--- src/rtl/lf_subtractor_pipe_27_if.sv ---
// Operand/result bus for lf_subtractor_pipe_27; carries ovf only when LF_SUB_SIGNED_OVF_EN is defined.
// A beat moves on a side when its valid and ready are both high at a rising clk; valid holds its payload until then.
interface lf_subtractor_pipe_27_if #(
    parameter int WIDTH = 27
);
    logic             in_valid;
    logic             in_ready;
    logic [WIDTH-1:0] X;
    logic [WIDTH-1:0] Y;
    logic             bin;
    logic             out_valid;
    logic             out_ready;
    logic [WIDTH-1:0] D;
    logic             borrow;
    logic             zero;
`ifdef LF_SUB_SIGNED_OVF_EN
    logic             ovf;

    modport master (
        output in_valid, X, Y, bin, out_ready,
        input  in_ready, out_valid, D, borrow, zero, ovf
    );
    modport slave (
        input  in_valid, X, Y, bin, out_ready,
        output in_ready, out_valid, D, borrow, zero, ovf
    );
`else
    modport master (
        output in_valid, X, Y, bin, out_ready,
        input  in_ready, out_valid, D, borrow, zero
    );
    modport slave (
        input  in_valid, X, Y, bin, out_ready,
        output in_ready, out_valid, D, borrow, zero
    );
`endif
endinterface

--- src/rtl/lf_subtractor_pipe_27.sv ---
// Three-stage Ladner-Fischer subtractor D = X - Y - bin with borrow/zero flags and valid/ready flow control.
// Optional signed-overflow output ovf is enabled by defining LF_SUB_SIGNED_OVF_EN.
module lf_subtractor_pipe_27 #(
    parameter int               WIDTH    = 27,
    parameter logic [WIDTH-1:0] DATA_RST = '0
) (
    input logic                    clk,
    input logic                    rst_n,
    lf_subtractor_pipe_27_if.slave bus
);
    localparam int IW = $clog2(WIDTH);

    typedef struct packed {
        logic [WIDTH-1:0] g;
        logic [WIDTH-1:0] p;
    } gp_t;

    // One prefix level: bits whose index has the blk bit set absorb the top node of the lower half-block.
    function automatic gp_t lf_level(input gp_t a, input int blk);
        gp_t r;
        int  j;
        r = a;
        for (int i = 0; i < WIDTH; i++) begin
            if ((i & blk) != 0) begin
                j = (i & ~(2 * blk - 1)) + blk - 1;
                r.g[IW'(i)] = a.g[IW'(i)] | (a.p[IW'(i)] & a.g[IW'(j)]);
                r.p[IW'(i)] = a.p[IW'(i)] & a.p[IW'(j)];
            end
        end
        return r;
    endfunction

    logic v1, v2, v3;
    logic ld1, ld2, ld3;

    always_comb begin
        ld3 = ~v3 | bus.out_ready;
        ld2 = ~v2 | ld3;
        ld1 = ~v1 | ld2;
    end

    assign bus.in_ready  = ld1;
    assign bus.out_valid = v3;

    always_ff @(posedge clk) begin
        if (!rst_n) begin
            v1 <= 1'b0;
            v2 <= 1'b0;
            v3 <= 1'b0;
        end else begin
            if (ld1) v1 <= bus.in_valid;
            if (ld2) v2 <= v1;
            if (ld3) v3 <= v2;
        end
    end

    // Stage 1: bitwise generate/propagate of X + ~Y + ~bin
    gp_t s1_gp;
    logic s1_cin;

    always_ff @(posedge clk) begin
        if (ld1 && bus.in_valid) begin
            s1_gp.g <= bus.X & ~bus.Y;
            s1_gp.p <= bus.X ^ ~bus.Y;
            s1_cin  <= ~bus.bin;
        end
    end

    // Stage 2: prefix levels with span 2, 4, 8
    gp_t s2_in_gp, s2_gp;
    logic [WIDTH-1:0] s2_p0;
    logic             s2_cin;

    always_comb begin
        s2_in_gp = lf_level(s1_gp, 1);
        s2_in_gp = lf_level(s2_in_gp, 2);
        s2_in_gp = lf_level(s2_in_gp, 4);
    end

    always_ff @(posedge clk) begin
        if (ld2 && v1) begin
            s2_gp  <= s2_in_gp;
            s2_p0  <= s1_gp.p;
            s2_cin <= s1_cin;
        end
    end

    // Stage 3: prefix levels with span 16, 32, then carries and difference
    gp_t              s3_gp;
    logic [WIDTH-1:0] carry;
    logic [WIDTH-1:0] diff;
    logic             cout;

    always_comb begin
        s3_gp = lf_level(s2_gp, 8);
        s3_gp = lf_level(s3_gp, 16);
        carry = {s3_gp.g[WIDTH-2:0] | (s3_gp.p[WIDTH-2:0] & {(WIDTH-1){s2_cin}}), s2_cin};
        diff  = carry ^ s2_p0;
        cout  = s3_gp.g[WIDTH-1] | (s3_gp.p[WIDTH-1] & s2_cin);
    end

    logic [WIDTH-1:0] d_q;
    logic             borrow_q;
    logic             zero_q;

    // The flag outputs share the LSB of DATA_RST as their reset level.
    always_ff @(posedge clk) begin
        if (!rst_n) begin
            d_q      <= DATA_RST;
            borrow_q <= DATA_RST[0];
            zero_q   <= DATA_RST[0];
        end else if (ld3 && v2) begin
            d_q      <= diff;
            borrow_q <= ~cout;
            zero_q   <= ~|diff;
        end
    end

    assign bus.D      = d_q;
    assign bus.borrow = borrow_q;
    assign bus.zero   = zero_q;

`ifdef LF_SUB_SIGNED_OVF_EN
    logic s1_xm, s1_ym, s2_xm, s2_ym, ovf_q;

    always_ff @(posedge clk) begin
        if (ld1 && bus.in_valid) begin
            s1_xm <= bus.X[WIDTH-1];
            s1_ym <= bus.Y[WIDTH-1];
        end
        if (ld2 && v1) begin
            s2_xm <= s1_xm;
            s2_ym <= s1_ym;
        end
    end

    always_ff @(posedge clk) begin
        if (!rst_n) begin
            ovf_q <= 1'b0;
        end else if (ld3 && v2) begin
            ovf_q <= (s2_xm ^ s2_ym) & (s2_xm ^ diff[WIDTH-1]);
        end
    end

    assign bus.ovf = ovf_q;
`endif
endmodule

--- src/flat_wrapper.sv ---
// flat-port wrapper written by rule: the top's interface ports become plain ports
module lf_subtractor_pipe_27_flat 
#(
    parameter int               WIDTH    = 27,
    parameter logic [WIDTH-1:0] DATA_RST = '0
)
  (clk, rst_n, bus_in_valid, bus_X, bus_Y, bus_bin, bus_out_ready, bus_in_ready, bus_out_valid, bus_D, bus_borrow, bus_zero);
  lf_subtractor_pipe_27_if #(.WIDTH(WIDTH)) bus_i ();
  input logic clk;
  input logic rst_n;
  input wire logic [$bits(bus_i.in_valid)-1:0] bus_in_valid;
  input wire logic [$bits(bus_i.X)-1:0] bus_X;
  input wire logic [$bits(bus_i.Y)-1:0] bus_Y;
  input wire logic [$bits(bus_i.bin)-1:0] bus_bin;
  input wire logic [$bits(bus_i.out_ready)-1:0] bus_out_ready;
  output wire logic [$bits(bus_i.in_ready)-1:0] bus_in_ready;
  output wire logic [$bits(bus_i.out_valid)-1:0] bus_out_valid;
  output wire logic [$bits(bus_i.D)-1:0] bus_D;
  output wire logic [$bits(bus_i.borrow)-1:0] bus_borrow;
  output wire logic [$bits(bus_i.zero)-1:0] bus_zero;
  assign bus_i.in_valid = bus_in_valid;
  assign bus_i.X = bus_X;
  assign bus_i.Y = bus_Y;
  assign bus_i.bin = bus_bin;
  assign bus_i.out_ready = bus_out_ready;
  assign bus_in_ready = bus_i.in_ready;
  assign bus_out_valid = bus_i.out_valid;
  assign bus_D = bus_i.D;
  assign bus_borrow = bus_i.borrow;
  assign bus_zero = bus_i.zero;
  lf_subtractor_pipe_27 #(.WIDTH(WIDTH), .DATA_RST(DATA_RST)) u_core (.clk(clk), .rst_n(rst_n), .bus(bus_i));
endmodule
--- config.mk ---
export PLATFORM = sky130hd
export DESIGN_NAME = lf_subtractor_pipe_27_flat
export DESIGN_NICKNAME = d
export VERILOG_FILES = /design/src/rtl/lf_subtractor_pipe_27_if.sv /design/src/rtl/lf_subtractor_pipe_27.sv /design/src/flat_wrapper.sv
export SDC_FILE = /design/constraint.sdc
export NUM_CORES = 1
export LEC_CHECK = 0
export CAP_MARGIN = 10
export CORE_MARGIN = 5
export CORE_UTILIZATION = 64
export CTS_CLUSTER_DIAMETER = 50
export DETAILED_ROUTE_END_ITERATION = 10
export DONT_BUFFER_PORTS = 1
export PLACE_DENSITY = 0.84
export SETUP_SLACK_MARGIN = 0.15
export SLEW_MARGIN = 20
export SYNTH_ARGS = -nofsm -noshare
export SYNTH_HDL_FRONTEND = slang
export SYNTH_SLANG_ARGS = --single-unit
--- constraint.sdc ---
create_clock -name clk -period 17.9 [get_ports clk]
set_input_delay 0 -clock clk [delete_from_list [all_inputs] [get_ports clk]]
set_output_delay 0 -clock clk [all_outputs]
set_load 0.1 [all_outputs]
Word-level counts from Yosys, hierarchy flattened
Cells that the tools add are included.
{"block": "op_classes", "reduce_logical": 5, "n_bitwise": 112}
{"cell": "AND 1 bit", "count": 65}
{"cell": "bitwise XOR 27 bit", "count": 2}
{"cell": "OR 1 bit", "count": 36}
{"cell": "AND 27 bit", "count": 1}
{"cell": "inverter 27 bit", "count": 1}
{"cell": "OR reduction 27 bit", "count": 1}
{"cell": "AND 26 bit", "count": 1}
{"cell": "OR 26 bit", "count": 1}
{"cell": "inverter 1 bit", "count": 5}
{"cell": "logical AND 1 bit", "count": 3}
{"cell": "logical NOT 1 bit", "count": 1}
{"block": "totals", "in_bits": 59, "regBits": 169, "word_cells": 130, "out_inout_bits": 31}

Longest topological paths before layout
{"block": "depth", "depth_word": 6, "mapped_depth": 7}

Worst setup path before layout
OpenSTA, ideal clock, no wires.
{"block": "synth_timing", "path_kind": "register to register", "start": "register u_core.v3 (netlist: u_core.bus.out_valid)", "end": "register u_core.s2_cin (enable)", "path_buffers": 0, "setup_slack_ns": 11.287, "arrival_time_ns": 6.012, "setup_ns": 0.601, "stages_incl_launch_ff": 3, "path_cell_list": "dfxtp_1 > nor2b_1 > a21boi_0"}
{"block": "synth_via", "elab_chain_len": 4}
{"element": "from (decl)", "line_no": "lf_subtractor_pipe_27.sv:33", "text": "logic v1, v2, v3;"}
{"element": "from (signal assigned)", "line_no": "lf_subtractor_pipe_27.sv:53", "text": "if (ld3) v3 <= v2;"}
{"element": "inverter 1 bit", "line_no": "lf_subtractor_pipe_27.sv:37", "text": "ld3 = ~v3 | bus.out_ready;"}
{"element": "OR 1 bit", "line_no": "lf_subtractor_pipe_27.sv:37"}
{"element": "OR 1 bit", "line_no": "lf_subtractor_pipe_27.sv:38", "text": "ld2 = ~v2 | ld3;"}
{"element": "logical AND 1 bit", "line_no": "lf_subtractor_pipe_27.sv:81", "text": "if (ld2 && v1) begin"}
{"element": "to (signal assigned)", "line_no": "lf_subtractor_pipe_27.sv:84", "text": "s2_cin <= s1_cin;"}
{"element": "to (decl)", "line_no": "lf_subtractor_pipe_27.sv:72", "text": "logic s2_cin;"}
Every way passes these cells.
A chain may end at the register's enable or synchronous reset.

Worst setup path after layout
{"block": "layout_timing", "start": "register u_core.v3 (netlist: u_core.bus.out_valid)", "end": "output port bus_in_ready"}
{"block": "layout_via", "elab_chain_len": 4}
{"element": "inverter 1 bit", "line_no": "lf_subtractor_pipe_27.sv:37"}
{"element": "OR 1 bit", "line_no": "lf_subtractor_pipe_27.sv:37"}
{"element": "OR 1 bit", "line_no": "lf_subtractor_pipe_27.sv:38"}
{"element": "OR 1 bit", "line_no": "lf_subtractor_pipe_27.sv:39", "text": "ld1 = ~v1 | ld2;"}
{"element": "to (decl)", "line_no": "flat_wrapper.sv:16", "text": "output wire logic [$bits(bus_i.in_ready)-1:0] bus_in_ready;"}
Every way passes these cells.

==> summary.txt <==
Synth
  – Async S/R FF share, synth: 0%
  – Synth area leaders: edfxtp_1, dfxtp_1, ha_1
  – Syn Std Cell Area: 6070 sq um
  – Synth cell types: 29
  – Synth Net Count: 528
  – Synth top area share: 61.3%
  – Synth Area in Simple Gates: 7.72%
  – Xor/xnor share of the synthesized area: 3.89%
  – Mapped Cells: 441
  – Yosys reg bits: 156
  – Synth Flop Type: edfxtp_1
  – Main combinational cell family by area after synthesis: compound AO/OA/AOI/OAI gates
  – Register area share after synthesis: 71.8%
  – Post-synth EDFFs: 124
  – Synth Area per Inst: 13.8 sq um
  – Synth Warn #: 0
  – Post-synthesis compound-gate area fraction: 7.93%
  – Post-synthesis adder-cell area fraction: 5.77%
  – Synth area leader: edfxtp_1
  – Multiplexer share of the synthesized area: 0%

Timing
  – FMAX: 330 MHz
  – Post-layout minimum cycle time: 3.03 ns
  – Final Hold Violating Endpoints: 0
  – Slew @ Worst Pin: 1.06 ns
  – Skew final: 0.00997 ns
  – RSZ-0062 raised after global routing: false
  – Worst rel slew slack: 29.0%
  – Final setup violation count: 0
  – Final TNS setup: 0 ns
  – Period Utilization, post-route: 16.9%
  – Slew Viols, Final: 0

Clock tree
  – Setup bufs post-CTS: 0
  – CTS sink count: 156
  – Worst-path clk slew: 0.06 ns
  – Root Buffer: clkbuf_8
  – H-tree depth: 4
  – CTS tree: built
  – Worst skew pair latency: 0.53 ns
  – Maximum clock path buffer count: 2
  – Num CTS Buffers: 17
  – Post-cts sizing count: 0

Power and ir drop
  – Pwr dens: 111 nW/um^2
  – Leak: 2.85 nW
  – Peak supply drop: 0.0686 mV

Die
  – Die Height: 107 um
  – Initial Utilization: 65.7%
  – Die outline area: 11,500 sq um
  – Number of cell rows: 35
  – Placeable Area: 9240 sq um
  – Ports: 90
  – Die Wd: 107 um

Setup path
  – Req. time, crit path: 17.90 ns
  – Crit start category: register
  – CP peak stage delay: 0.96 ns
  – CP max FO: 7
  – Setup crit end kind: primary output
  – CP cell instances: nor2b_1 > nand3_1
  – Worst path top cell family by delay: simple AND/OR/NAND/NOR gates
  – Data arrival, critical path: 3.03 ns
  – CP Class: register to primary output
  – Slowest CP cell: dfxtp_1
  – CP bufs+invs: 0

Global routing
  – Total GRT Usage: 23.7%
  – Grt ovf: 0
  – Initial antenna violation count: 0
  – Global-route wire length before repair: 20,200 um
  – Vias in the first global route: 3,860
  – Largest net degree at the start of global routing: 70

Detailed routing
  – DR vias: 3,765
  – Vias per Instance: 5.57
  – Routed wire length: 12,900 um
  – Initial DRC count: 284
  – Post-route ant nets: 0
  – Router iterations before antenna repair: 5
  – DR WL/cell: 19.1 um
  – DRC: 0

Job
  – Max_cap viols: 0

Final layout
  – Ant diodes: 0
  – Fillers: 459
  – Area Overhead vs Synth: 25.6%
  – Commonest non-fill, non-tap cells in the layout: edfxtp_1, dlygate4sd3_1, a21oi_1
  – Share of layout cells above drive strength 1: 6.76%
  – Final net count: 622
  – Commonest non-fill, non-tap cell in the layout: edfxtp_1
  – Fin util: 82.5%

Worst hold path
  – Worst Hold Class: input pin to register

Placed design
  – GPL Wtd Cong: 0.793
  – DP Wirelength: 7120 um
  – Buffers on Ports: 0

Status
  – Status: finished, final reports clean
==> final cells by class <==
cell class	instances	area [sq um]	area share, %
Clock buffer	17	414	5.43
Sequential cell	156	4360	57.2
Tap cell	129	161	2.12
Timing Repair Buffer	88	873	11.5
Clock inverter	14	128	1.67
Inverter	32	120	1.57
Multi-Input combinational cell	240	1570	20.5
==> metrics by stage <==
stage / setup WS (ns) / total power (W) / hold slack, ns / instance area (sq um) / cells
finish: 14.87 / 0.000848 / 0.110 / 7630 / 676
global route: 14.75 / 0.000877 / 0.144 / 7630 / 676
CTS: 14.82 / 0.000844 / 0.0720 / 7620 / 676
detailed placement: 14.86 / 0.000500 / 0.136 / 6230 / 560
global placement: 14.99 / 0.000496 / 0.138 / 6230 / 560
floorplan: 11.29 / 0.000487 / 0.131 / 6070 / 441
==> layer usage <==
metal / vias to the layer above / GRT usage, % / wire (um)
li1: 1761 / - / -
met1: 1812 / 28.6 / 4990
met2: 179 / 41.5 / 6740
met3: 13 / 7.44 / 1040
met4: 0 / 6.13 / 131
met5: - / 0 / 0
==> logic make-up (layout without fill, tap and decap cells) <==
group / count (synthesis) / in the layout
compound gates: 81 / 81
xor+xnor: 27 / 27
fa+ha+maj: 28 / 28
buf+inv: 45 / 151
flops: 156 / 156
simple gates: 104 / 104
==> final timing paths <==
| path | startpoint | to | slack (ns) | cells after the start |
|---|---|---|---|---|
| setup / recovery | u_core.bus.out_valid | bus_in_ready | 14.87 | 2 |
| hold / removal | rst_n | u_core.bus.D[13] | 0.11 | 2 |
| setup reg to reg | u_core.bus.out_valid | u_core.v1 | 14.93 | 3 |
| hold reg to reg | u_core.s1_gp[46] | u_core.s2_gp[46] | 0.42 | 0 |
==> registers in the layout, indices dropped and copies added (netlist names) <==
register and count:
u_core.bus.D 27, u_core.s2_cin 1, u_core.bus.zero 1, u_core.s1_gp 54
u_core.s2_gp 41, u_core.v2 1, u_core.bus.out_valid 1, u_core.s2_p0 27
u_core.s1_cin 1, u_core.bus.borrow 1, u_core.v1 1
==> cells in the mapped netlist (2+ instances only) <==
cell / number
and3_1: 8
a21o_1: 13
dfxtp_1: 32
and2_1: 6
xor2_1: 5
nor3_1: 7
nor2_1: 17
a21oi_1: 55
nand4_1: 2
a21oi_2: 2
nand3_1: 2
edfxtp_1: 124
a2111oi_2: 2
xnor2_1: 22
ha_1: 28
nor2b_1: 5
clkbuf_1: 12
inv_1: 32
nor4_1: 5
o21ai_0: 3
nand2_1: 51
==> report_power, final <==
group,internal [W],leakage [nW],switching (W)
sequential,0.000421,1.42,0.0000339
combinational,0.0000312,1.16,0.0000304
clock,0.000195,0.266,0.000137
==> what timing repair did <==
| item | CTS | global route |
|---|---|---|
| hold endpoints to repair | 59 | 0 |
| hold buffers | 85 | 0 |
| endpoints found under the setup margin | 0 | 0 |
Note: power is estimated with default switching activity, not from simulation.
